`config.mk`:
```
export PLATFORM = sky130hd
export DESIGN_NAME = ascon_sbox_layer_serial
export DESIGN_NICKNAME = d
export VERILOG_FILES = /design/src/rtl/ascon_sbox_layer_serial_pkg.sv /design/src/rtl/ascon_sbox.sv /design/src/rtl/ascon_sbox_layer_serial.sv
export SDC_FILE = /design/constraint.sdc
export NUM_CORES = 1
export LEC_CHECK = 0
export CAP_MARGIN = 20
export CORE_AREA = 2 2 256 258
export DETAILED_ROUTE_END_ITERATION = 12
export DIE_AREA = 0 0 258 260
export GPL_TIMING_DRIVEN = 1
export HOLD_SLACK_MARGIN = 0.05
export PLACE_DENSITY = 0.64
export SLEW_MARGIN = 20
export SYNTH_ARGS = -nofsm -noshare
export SYNTH_HDL_FRONTEND = slang
export SYNTH_HIERARCHICAL = 1
export SYNTH_SLANG_ARGS = --single-unit
```
`constraint.sdc`:
```
create_clock -name clk_i -period 5.46 [get_ports clk_i]
set_input_delay 0.546 -clock clk_i [delete_from_list [all_inputs] [get_ports clk_i]]
set_output_delay 0.546 -clock clk_i [all_outputs]
set_load 0.02 [all_outputs]
```
`src/rtl/ascon_sbox_layer_serial_pkg.sv`:
```
// Shared types and helpers for the serial Ascon constant-addition + substitution layer.
package ascon_sbox_layer_serial_pkg;

    localparam int unsigned ASCON_COLUMNS = 64;

    typedef logic [4:0]  bv5_t;
    typedef logic [7:0]  bv8_t;
    typedef logic [63:0] bv64_t;

    // x0 occupies the most significant word, x4 the least.
    typedef struct packed {
        bv64_t x0;
        bv64_t x1;
        bv64_t x2;
        bv64_t x3;
        bv64_t x4;
    } ascon_state_t;

    typedef enum logic [1:0] {StIdle, StBusy, StDone} sbox_fsm_e;

    // p_C: the round constant only touches the low byte of x2.
    function automatic ascon_state_t add_round_constant(ascon_state_t s, bv8_t rc);
        ascon_state_t r;
        r = s;
        r.x2[7:0] = s.x2[7:0] ^ rc;
        return r;
    endfunction

endpackage

```
`src/rtl/ascon_sbox.sv`:
```
// Single-column Ascon 5-bit sbox in its bitsliced form; column[4] is x0.
module ascon_sbox
    import ascon_sbox_layer_serial_pkg::*;
(
    input  bv5_t column,
    output bv5_t result
);

    logic a0, a1, a2, a3, a4;
    logic t0, t1, t2, t3, t4;
    logic b0, b1, b2, b3, b4;

    // Input mixing
    assign a0 = column[4] ^ column[0];
    assign a1 = column[3];
    assign a2 = column[2] ^ column[3];
    assign a3 = column[1];
    assign a4 = column[0] ^ column[1];

    // Chi-like nonlinear step
    assign t0 = ~a0 & a1;
    assign t1 = ~a1 & a2;
    assign t2 = ~a2 & a3;
    assign t3 = ~a3 & a4;
    assign t4 = ~a4 & a0;

    assign b0 = a0 ^ t1;
    assign b1 = a1 ^ t2;
    assign b2 = a2 ^ t3;
    assign b3 = a3 ^ t4;
    assign b4 = a4 ^ t0;

    // Output mixing and final inversion of x2
    assign result = {b0 ^ b4, b1 ^ b0, ~b2, b3 ^ b2, b4};

endmodule

```
`src/rtl/ascon_sbox_layer_serial.sv`:
```
// Iterative p_C + p_S over the 320-bit Ascon state, LANES sbox columns per cycle.
module ascon_sbox_layer_serial
    import ascon_sbox_layer_serial_pkg::*;
#(
    parameter int unsigned LANES = 4
) (
    input  logic         clk_i,
    input  logic         rst_ni,
    input  logic         in_valid_i,
    output logic         in_ready_o,
    input  logic [319:0] in_state_i,
    input  logic [7:0]   in_rc_i,
    output logic         out_valid_o,
    input  logic         out_ready_i,
    output logic [319:0] out_state_o
);

    localparam int unsigned Beats = ASCON_COLUMNS / LANES;
    localparam int unsigned BeatW = (Beats > 1) ? $clog2(Beats) : 1;
    localparam int unsigned ColsW = LANES * 5;

    if ((LANES == 0) || (LANES > 64) || ((LANES & (LANES - 1)) != 0)) begin : g_lanes_check
        $fatal(1, "ascon_sbox_layer_serial: LANES must be one of 1,2,4,8,16,32,64");
    end

    // Pure column gather: lane l holds column base+l, x0 as the MSB.
    function automatic logic [ColsW-1:0] gather_columns(ascon_state_t s, logic [5:0] base);
        logic [ColsW-1:0] cols;
        logic [5:0]       j;
        cols = '0;
        for (int l = 0; l < LANES; l++) begin
            j = base + 6'(l);
            cols[5*l +: 5] = {s.x0[j], s.x1[j], s.x2[j], s.x3[j], s.x4[j]};
        end
        return cols;
    endfunction

    // Pure column scatter: inverse mapping of gather_columns.
    function automatic ascon_state_t scatter_columns(ascon_state_t s, logic [ColsW-1:0] cols,
                                                     logic [5:0] base);
        ascon_state_t r;
        logic [5:0]   j;
        r = s;
        for (int l = 0; l < LANES; l++) begin
            j = base + 6'(l);
            {r.x0[j], r.x1[j], r.x2[j], r.x3[j], r.x4[j]} = cols[5*l +: 5];
        end
        return r;
    endfunction

    sbox_fsm_e        fsm;
    ascon_state_t     state;
    logic [BeatW-1:0] beat;
    logic             out_valid;

    logic [5:0]       col_base;
    logic [ColsW-1:0] sbox_in;
    logic [ColsW-1:0] sbox_out;
    ascon_state_t     state_sub;

    assign col_base  = 6'(32'(beat) * LANES);
    assign sbox_in   = gather_columns(state, col_base);
    assign state_sub = scatter_columns(state, sbox_out, col_base);

    for (genvar l = 0; l < LANES; l++) begin : g_lane
        ascon_sbox u_sbox (
            .column (sbox_in[5*l +: 5]),
            .result (sbox_out[5*l +: 5])
        );
    end

    // Control FSM, state register, beat counter and registered output valid.
    always_ff @(posedge clk_i) begin
        if (!rst_ni) begin
            fsm       <= StIdle;
            state     <= '0;
            beat      <= '0;
            out_valid <= 1'b0;
        end else begin
            unique case (fsm)
                StIdle: begin
                    if (in_valid_i) begin
                        state <= add_round_constant(ascon_state_t'(in_state_i), bv8_t'(in_rc_i));
                        beat  <= '0;
                        fsm   <= StBusy;
                    end
                end
                StBusy: begin
                    state <= state_sub;
                    if (beat == BeatW'(Beats - 1)) begin
                        beat      <= '0;
                        fsm       <= StDone;
                        out_valid <= 1'b1;
                    end else begin
                        beat <= beat + 1'b1;
                    end
                end
                StDone: begin
                    // Acceptance resumes only from the following cycle.
                    if (out_ready_i) begin
                        fsm       <= StIdle;
                        out_valid <= 1'b0;
                    end
                end
                default: begin
                    fsm       <= StIdle;
                    out_valid <= 1'b0;
                end
            endcase
        end
    end

    assign in_ready_o  = (fsm == StIdle);
    assign out_valid_o = out_valid;
    assign out_state_o = state;

endmodule

```
; ---- Word level (Yosys, flattened, before mapping)
; Cells that the tools add are included.
[op_classes]
addsub = 4
bitwise_logic = 90
reduce_logical = 9
muxes = 80
eq_ne = 6
n_lt_le_gt_ge = 8
[ops]
columns = cell, n
row1 = 64-bit bitwise mux, 20
row2 = 320-bit one-hot mux with 2 select lines, 1
row3 = 320-bit two-way mux, 1
row4 = 1-bit binary-select mux with 6-bit select, 15
row5 = 1-bit bitwise XOR, 44
row6 = "6-bit by 7-bit less-than comparator with 1-bit output, second input constant", 4
row7 = 1-bit two-way mux, 26
row8 = 1-bit inverter, 25
row9 = "6-bit by 1-bit greater-or-equal comparator with 1-bit output, second input constant", 4
row10 = 1-bit bitwise AND, 20
row11 = 1-bit binary-select mux with 4-bit select, 5
row12 = 1-bit demux with 6-bit select, 3
row13 = "6-bit by 2-bit adder with 6-bit output, second input constant", 2
row14 = 4-bit two-way mux, 2
row15 = 4-bit one-hot mux with 2 select lines, 1
row16 = 8-bit bitwise XOR, 1
row17 = "6-bit by 1-bit adder with 6-bit output, second input constant", 1
row18 = 2-bit two-way mux, 3
row19 = "2-bit inequality test, second input constant", 3
row20 = 2-bit one-hot mux with 3 select lines, 1
row21 = 3-bit AND reduction, 2
row22 = "4-bit by 1-bit adder with 4-bit output, second input constant", 1
row23 = 1-bit demux with 4-bit select, 1
row24 = "4-bit == test, second input constant", 1
row25 = 7 further kinds, 10
[word_totals]
regBits = 327
in_bits = 332
elab_cells = 205

; ---- Depth between registers and ports, before layout
; Gate-level depths: netlist (run 1).
[logic_depth]
word_depth = 12
mapped_depth = 14
ltp_nobuf = 9

; ---- Cells and area by module
; The synthesis (run 1) kept the hierarchy.
[modules_own_cells]
columns = module, seq_area_each_um2, n_inst, cells_each, area_each_um2
row1 = ascon_sbox_layer_serial, 6546.3, 1, 1772, 16427.0
row2 = ascon_sbox, 0.0, 4, 19, 140.1

; ---- Least setup slack after synthesis (run 1)
; Ideal clock, no wire load.
[synth_timing]
path_kind = reg-to-reg
startpoint = reg beat[0]
endpoint = reg state, in the netlist out_state_o[312]
path_slack_ns = 2.479
path_stages_with_launch = 14
setup_ns = 0.070
synth_period_minus_slack_ns = 2.981
t_required_ns = 5.390
t_arrival_ns = 2.911
path_cell_list = dfxtp_1 -> buf_4 -> buf_2 -> mux4_2 -> a22oi_1 -> nand2_1 -> inv_1 -> ha_1 -> xnor2_1 -> xnor2_1 -> buf_1 -> clkbuf_1 -> a22oi_1 -> a21oi_1
[synth_between]
word_cells_on_any_way = 108
classes_between = 3 x add/sub / 8 x order compare / 53 x mux / 40 x bitwise / 4 x reduce/logical
[synth_lines]
columns = item, line
row1 = "start, declared", ascon_sbox_layer_serial.sv:53  ; logic [BeatW-1:0] beat;
row2 = "start signal, assigned", ascon_sbox_layer_serial.sv:95  ; beat <= beat + 1'b1;
row3 = 1-bit binary-select mux with 4-bit select, ascon_sbox_layer_serial.sv:33  ; cols[5*l +: 5] = {s.x0[j], s.x1[j], s.x2[j], s.x3[j], s.x4[j]};
row4 = 1-bit two-way mux (implied by the code), ascon_sbox_layer_serial.sv:33
row5 = via sbox_in[1], ascon_sbox_layer_serial.sv:57  ; logic [ColsW-1:0] sbox_in;
row6 = 1-bit bitwise XOR, ascon_sbox.sv:18  ; assign a4 = column[0] ^ column[1];
row7 = 1-bit bitwise XOR, ascon_sbox.sv:31  ; assign b4 = a4 ^ t0;
row8 = 1-bit bitwise XOR, ascon_sbox.sv:34  ; assign result = {b0 ^ b4, b1 ^ b0, ~b2, b3 ^ b2, b4};
row9 = via sbox_out[4], ascon_sbox_layer_serial.sv:58  ; logic [ColsW-1:0] sbox_out;
row10 = 64-bit bitwise mux (4 in series), ascon_sbox_layer_serial.sv:46  ; {r.x0[j], r.x1[j], r.x2[j], r.x3[j], r.x4[j]} = cols[5*l +: 5];
row11 = 320-bit one-hot mux with 2 select lines, ascon_sbox_layer_serial.sv:80  ; unique case (fsm)
row12 = "end signal, assigned", ascon_sbox_layer_serial.sv:83  ; state <= add_round_constant(ascon_state_t'(in_state_i), bv8_t'(in_rc_i));
row13 = "end signal, assigned", ascon_sbox_layer_serial.sv:89  ; state <= state_sub;
row14 = "end, declared", ascon_sbox_layer_serial.sv:52  ; ascon_state_t state;
; The timed path passes the listed nets, and every way through them passes these cells. The select of a mux whose other input is x is not followed.
; A chain may end at the register's enable or synchronous reset.

; ---- Final worst setup path (run 1)
[layout_timing]
startpoint = reg beat[2]
endpoint = reg state, in the netlist out_state_o[114]
[layout_between]
word_cells_on_any_way = 103
classes_between = 3 x add/sub / 6 x order compare / 51 x mux / 40 x bitwise / 3 x reduce/logical
[layout_lines]
columns = item, line
row1 = 6-bit by 2-bit adder with 6-bit output, ascon_sbox_layer_serial.sv:32  ; j = base + 6'(l);
row2 = 1-bit binary-select mux with 6-bit select, ascon_sbox_layer_serial.sv:33
row3 = 1-bit two-way mux (implied by the code), ascon_sbox_layer_serial.sv:33
row4 = via sbox_in[13], ascon_sbox_layer_serial.sv:57
row5 = 1-bit bitwise XOR, ascon_sbox.sv:16  ; assign a2 = column[2] ^ column[3];
row6 = 1-bit bitwise XOR, ascon_sbox.sv:29  ; assign b2 = a2 ^ t3;
row7 = 1-bit bitwise XOR, ascon_sbox.sv:34
row8 = via sbox_out[11], ascon_sbox_layer_serial.sv:58
row9 = 64-bit bitwise mux (2 in series), ascon_sbox_layer_serial.sv:46
row10 = 320-bit one-hot mux with 2 select lines, ascon_sbox_layer_serial.sv:80
; The timed path passes the listed nets, and every way through them passes these cells. The select of a mux whose other input is x is not followed.

==> results of run 1 <==
==> registers in the layout, summed over array words and instances, names as in the netlist <==
signal and count:
out_valid_o 1, fsm 2, out_state_o 320, beat 4
==> report_power, final <==
part | switching, mW | leakage, nW | total [mW] | internal, mW
Clock | 1.15 | 0.668 | 2.77 | 1.62
Combinational | 1.82 | 5.54 | 2.94 | 1.12
Sequential | 0.225 | 2.71 | 2.81 | 2.59
==> logic make-up after synthesis <==
group,after synthesis
buffers and inverters,267
AOI/OAI and AO/OA,1028
adders and majority gates,16
xor gates and xnor gates,40
DFF,327
muxes,82
and+or+nand+nor,88
==> layout make-up <==
type	instances	area (sq um)
fill	6205	38600
clock buffer	56	1180
clock inverter	16	161
multi-input combinational	1254	9320
timing repair buffer	715	7160
tap	855	1070
antenna	7	17.5
sequential	327	6560
inverter	15	56.3
==> routing by layer <==
layer  GRT usage  vias to the layer above  part of all wire
met5           0                        -           0.00076
met4       0.114                       12             0.042
met3      0.0479                      232             0.081
met2       0.427                     1176              0.47
met1       0.329                     9050              0.40
li1            -                     8115                 -
==> worst min-delay path by stage <==
stage | start | end | slack [ns] | depth (start not counted)
3_3_place_gp | out_valid_o | out_valid_o | 0.49 | 1
4_1_cts | out_valid_o | out_valid_o | 0.51 | 1
6_report | out_valid_o | out_valid_o | 0.51 | 1
5_1_grt | out_valid_o | out_valid_o | 0.55 | 1
3_5_place_dp | out_valid_o | out_valid_o | 0.50 | 1
2_1_floorplan | out_state_o[126] | out_state_o[126] | 0.59 | 2
==> worst max-delay path: stages, from the launching register on <==
cell and delay (ns):
dfxtp_1 1.04, nor2b_2 0.58, buf_4 0.29, a22oi_1 0.13, nand2_1 0.12, inv_1 0.07, ha_1 0.31, xor2_2 0.86
xnor2_2 0.34, buf_4 0.30, a22oi_1 0.20, a21oi_1 0.10
==> per-stage QoR <==
stage                     hold slack, ns  cells
after floorplan                    0.594   1848
after global placement             0.490   3160
after detailed placement           0.496   3160
after CTS                          0.511   3232
after global routing               0.548   3244
final                              0.506   3245
==> placed cells by master (no fill, tap or decap), types with 18 or more instances in the layout <==
cell	synthesis	layout
clkdlybuf4s50_1	0	652
a22oi_1	362	362
dfxtp_1	327	324
a21oi_1	326	322
o21ai_1	210	210
o21ai_0	115	115
mux4_2	80	80
buf_4	46	52
clkbuf_16	0	42
nand2_1	25	25
nor2_1	18	18
==> reports/metrics.csv, run 1 <==
stage,metric,value,unit
min_path,hold_path.class,reg -> reg,
synth,yosysWarnings,6,
power,power.total,8.52,mW
global_route,antenna_found_initial,15,
cells_and_area,utilization,0.398,
sta,skew,0.0340,ns
critical_path,crit_path_end,out_state_o[114],
sta,max_freq,0.221,GHz
drt,routedWlPerCell,28.1,um
synth,synthTopCellsByArea,"dfxtp_1, a22oi_1, mux4_2, a21oi_1, o21ai_1",
synth,synth_compound_area_frac,0.364,
global_route,grt_overflow,0,
synth,postSynthAreaPerCell,9.19,sq um
global_route,grt_pass1_vias,18062,
drt,vias_per_cell,5.73,
synth,synth_most_common_cell,a22oi_1,
clocking,cts.sinks,327,
critical_path,cp.arrival,4.93,ns
placed_design,dp_hpwl,66000,um
clocking,ctsRootBufferMaster,clkbuf_16,
synth,yosys-top-cells-count,"a22oi_1, dfxtp_1, a21oi_1, o21ai_1, o21ai_0",
synth,synth_nets,2192,
floorplan,ios,654,
synth,synth_largest_area_cell,dfxtp_1,
critical_path,reg2reg_depth,11,
sta,setup_viol,0,
clocking,clockBufferDepth,3,
drt,drc,0,
synth,synth_cell_types,38,
sta,final_hold_viol_count,0,
power,ir_drop,0.195,mV
drt,antenna_left,0,
synth,netlist_instances,1848,
placed_design,place.gp.congestion,0.921,
job,max_cap_violations,0,
critical_path,r2r-end,out_state_o[114],
synth,synthMuxAreaShare,0.107,
sta,period_share,0.828,
critical_path,rrSetupSlack,0.94,ns
floorplan,die_area,67100,sq um
floorplan,coreArea,64100,sq um
power,powerDensity,334,nW/um^2
synth,synth_flop_cell,dfxtp_1,
clocking,clkTransAtPathRegs,0.06,ns
synth,synth-async-reset-ratio,0,
sta,setup_ws,0.938,ns
critical_path,critPathMaxFanout,29,
floorplan,die_height,260,um
synth,yosys.area.top_type_share,0.385,
sta,maxSlewViolCount,0,
synth,ys_ff_latch,327,
critical_path,timing.rr.start,beat[2],
critical_path,crit_type,reg -> reg,
global_route,grt_usage,0.259,
critical_path,cp.required,5.86,ns
placed_design,port_buffers,653,
floorplan,initial_utilization,0.265,
synth,synthXorXnorAreaFrac,0.0206,
clocking,cts_buffers,41,
clocking,cts_tree,done,
placed_design,placed_cell_area,24000,sq um
clocking,cts_hold_buf,0,
cells_and_area,nets,2698,
critical_path,startpoint,beat[2],
outcome,status,"finished, final reports clean",
drt,initialDrtViolationCount,2216,
power,leakage,8.92,nW
clocking,post-cts-setup-buffer-count,0,
drt,drt_wl_total,91200,um
synth,synth_top_family_by_area,compound AO/OA/AOI/OAI gates,
critical_path,critPathLaunchType,register,
sta,grt_setup_unrepaired,no,
sta,fin_tns_setup,0,ns
sta,period_minus_slack,4.52,ns
synth,syn_area,17000,sq um
placed_design,dpl_worst_slack,0.908,ns
global_route,grt_start_max_net_pins,173,
sta,worstMarginPinSlew,1.14,ns
synth,synth_fa_ha_area_frac,0.0112,
synth,synth_simple_gate_area_share,0.0308,
cells_and_area,layout-drive-gt1-share,0.108,
drt,num_vias,18585,
cells_and_area,finalInstanceArea,25500,sq um
floorplan,fp.dieW,258,um
critical_path,endpoint_kind,register,
drt,firstDrtPassIters,7,
floorplan,num_rows,93,
sta,slew_headroom,0.238,
clocking,htreeDepth,2,
global_route,grt_pass1_wl,128000,um
clocking,insertion_delay,0.57,ns
cells_and_area,area_growth,50.2,%
synth,synth-edff-count,0,
clocking,cts_resized,0,
synth,seq_area_frac_synth,0.385,
Power figures use the tool's default switching activity.
==> run 2: changes to the inputs <==
==> constraint.sdc (replaced) <==
create_clock -name clk_i -period 4.7 [get_ports clk_i]
set_input_delay 0.47 -clock clk_i [delete_from_list [all_inputs] [get_ports clk_i]]
set_output_delay 0.47 -clock clk_i [all_outputs]
set_load 0.02 [all_outputs]
==> run 2 against run 1 <==
Against the previous run: critical path depth unchanged; critical endpoint is now out_state_o[71]; critical path type unchanged; first-iteration DRC count up 11%; global-route usage up 0.23 points; utilization about the same.
==> reports/metrics.csv, run 2 (synthesized netlist as in run 1, its figures left out) <==
stage,metric,value,unit,change
drt,wirelength_met1,36600,um,"was 36,700 um"
critical_path,critPathMaxStageDelay,0.77,ns,was 1.04 ns
clocking,clkTransAtPathRegs,0.06,ns,about the same
critical_path,crit_type,reg -> reg,,unchanged
global_route,grt_usage,0.261,,was 0.259
critical_path,startpoint,beat[0],,was beat[2]
critical_path,cp_num_cells,11,,unchanged
clocking,cts_tree,done,,unchanged
drt,drc,0,,unchanged
power,internal_power,6.03,mW,was 5.33 mW
critical_path,cp.arrival,4.36,ns,was 4.93 ns
critical_path,critPathMaxFanout,25,,was 29
sta,max_freq,0.257,GHz,was 0.221 GHz
global_route,grt_start_max_net_pins,160,,was 173
power,p_comb_frac,0.356,,was 0.346
clocking,ctsRootBufferMaster,clkbuf_16,,unchanged
placed_design,placed_cell_area,24100,sq um,"was 24,000 sq um"
sta,worstMarginPinSlew,1.13,ns,was 1.14 ns
cells_and_area,layout_commonest_cell,clkdlybuf4s50_1,,unchanged
job,max_cap_violations,0,,unchanged
floorplan,die_height,260,um,unchanged
sta,fin_tns_setup,0,ns,unchanged
sta,setup_ws,0.805,ns,was 0.938 ns
critical_path,crit_path_end,out_state_o[71],,was out_state_o[114]
critical_path,reg2reg_depth,11,,unchanged
cells_and_area,multi_input_area,9310,sq um,was 9320 sq um
drt,wl_met2,43300,um,"was 43,200 um"
drt,vias_per_cell,5.79,,was 5.73
sta,period_minus_slack,3.90,ns,was 4.52 ns
power,p_seq_frac,0.336,,was 0.330
cells_and_area,final_cell_mix,"clkdlybuf4s50_1, a22oi_1, dfxtp_1",,unchanged
critical_path,critPathLaunchType,register,,unchanged
floorplan,coreArea,64100,sq um,unchanged
drt,antenna_left,0,,unchanged
clocking,cts_hold_buf,0,,unchanged
global_route,grt_overflow,0,,unchanged
clocking,htreeDepth,2,,unchanged
drt,wl_met3,8070,um,was 7380 um
clocking,clockBufferDepth,3,,unchanged
critical_path,timing.rr.start,beat[0],,was beat[2]
floorplan,die_area,67100,sq um,unchanged
sta,slew_headroom,0.246,,was 0.238
power,leakage,8.94,nW,was 8.92 nW
critical_path,crit_chain,buf_4 -> mux4_2 -> a22oi_1 -> nand2_1 -> inv_1 -> ha_1 -> xor2_2 -> xnor2_2 -> buf_4 -> a22oi_1 -> a21oi_1,,was nor2b_2 -> buf_4 -> a22oi_1 -> nand2_1 -> inv_1 -> ha_1 -> xor2_2 -> xnor2_2 -> buf_4 -> a22oi_1 -> a21oi_1
drt,drt_wl_total,92100,um,"was 91,200 um"
cells_and_area,nFillCells,6085,,"was 6,205"
critical_path,rrSetupSlack,0.80,ns,was 0.94 ns
power,p_sw_frac,0.381,,was 0.375
sta,grt_setup_unrepaired,no,,unchanged
min_path,hold_path.class,in -> reg,,was reg -> reg
power,p_sw,3.71,mW,was 3.19 mW
global_route,grt_pass1_wl,130000,um,"was 128,000 um"
critical_path,critPathTopFamily,flip-flops,,was XOR/XNOR gates
placed_design,port_buffers,653,,unchanged
power,ir_drop,0.221,mV,was 0.195 mV
cells_and_area,regArea,6560,sq um,unchanged
power,p_clk_frac,0.309,,was 0.325
sta,skew,0.0215,ns,was 0.0340 ns
floorplan,ios,654,,unchanged
placed_design,place.gp.congestion,0.900,,was 0.921
global_route,grt_pass1_vias,17989,,"was 18,062"
clocking,cts_resized,0,,unchanged
critical_path,cp.required,5.16,ns,was 5.86 ns
critical_path,crit_buf_inv,3,,unchanged
drt,firstDrtPassIters,9,,was 7
drt,initialDrtViolationCount,2458,,"was 2,216"
placed_design,dp_hpwl,67400,um,"was 66,000 um"
sta,period_share,0.829,,was 0.828
floorplan,fp.dieW,258,um,unchanged
sta,maxSlewViolCount,0,,unchanged
clocking,cts_buffers,39,,was 41
floorplan,num_rows,93,,unchanged
drt,num_vias,18821,,"was 18,585"
sta,hold_slack,0.459,ns,was 0.506 ns
floorplan,initial_utilization,0.265,,unchanged
placed_design,dpl_worst_slack,0.609,ns,was 0.908 ns
critical_path,r2r-end,out_state_o[71],,was out_state_o[114]
cells_and_area,area_growth,50.4,%,was 50.2%
clocking,insertion_delay,0.56,ns,was 0.57 ns
cells_and_area,layout-drive-gt1-share,0.112,,was 0.108
sta,final_hold_viol_count,0,,unchanged
cells_and_area,largest_reg_flops,320,,unchanged
drt,routedWlPerCell,28.3,um,was 28.1 um
clocking,post-cts-setup-buffer-count,0,,unchanged
drt,top_layer,met5,,unchanged
outcome,status,"finished, final reports clean",,unchanged
critical_path,slowest_stage,dfxtp_4,,was dfxtp_1
global_route,antenna_found_initial,9,,was 15
cells_and_area,nets,2711,,"was 2,698"
critical_path,endpoint_kind,register,,unchanged
clocking,cts.sinks,327,,unchanged
cells_and_area,finalInstanceArea,25500,sq um,about the same
sta,setup_viol,0,,unchanged
power,powerDensity,381,nW/um^2,was 334 nW/um^2
power,power.total,9.74,mW,was 8.52 mW
run 2: cell types whose count changed in the layout (fill, tap and decap cells not counted), moves of 2 or more:
cell / change
buf_4: +13
buf_16: +2
clkbuf_16: -2
diode_2: -2
clkbuf_8: -2
run 2: power groups by stage:
stage	combinational, mW	sequential, mW	clock [mW]
3_5_place_dp	3.38	3.32	0
4_1_cts	3.39	3.26	3.05
2_1_floorplan	1.41	3.47	0
6_report	3.46	3.27	3.01
3_3_place_gp	3.33	3.32	0
5_1_grt	3.60	3.29	3.16
run 2: routing by layer:
metal / vias up / global-route usage
met5: - / 0
met4: 8 / 0.114
met3: 255 / 0.0449
met2: 1302 / 0.427
met1: 9101 / 0.338
li1: 8155 / -
run 2: worst register-to-register path: cells and delay by family, from the launching register on:
family                   cells  cell delay (ns)
adder cells (fa/ha/maj)      1             0.23
XOR/XNOR                     2             0.72
flip-flops                   1             0.77
AND/OR/NAND/NOR              1             0.14
buffers and inverters        3             0.77
multiplexers                 1             0.61
AO/OA/AOI/OAI                3             0.57
run 2: cell type report:
class                           count  area share
Sequential cell                   327       0.257
Clock buffer                       53      0.0434
Antenna cell                        5    0.000490
Inverter                           15     0.00220
Multi-Input combinational cell   1254       0.364
Clock inverter                     14     0.00465
Tap cell                          855      0.0419
Timing Repair Buffer              730       0.287
run 2: worst min-delay path by stage:
stage	startpoint	to	slack, ns	cells past startpoint
CTS	rst_ni	out_valid_o	0.50	2
detailed placement	out_valid_o	out_valid_o	0.49	1
floorplan	out_state_o[126]	out_state_o[126]	0.59	2
global placement	out_valid_o	out_valid_o	0.48	1
global route	rst_ni	out_state_o[10]	0.52	3
finish	rst_ni	out_state_o[275]	0.46	3
run 2: metrics by stage:
stage | cells | util
floorplan | 1848 | -
global placement | 3174 | 0.376
detailed placement | 3175 | 0.376
CTS | 3242 | 0.396
global route | 3251 | 0.398
finish | 3253 | 0.398
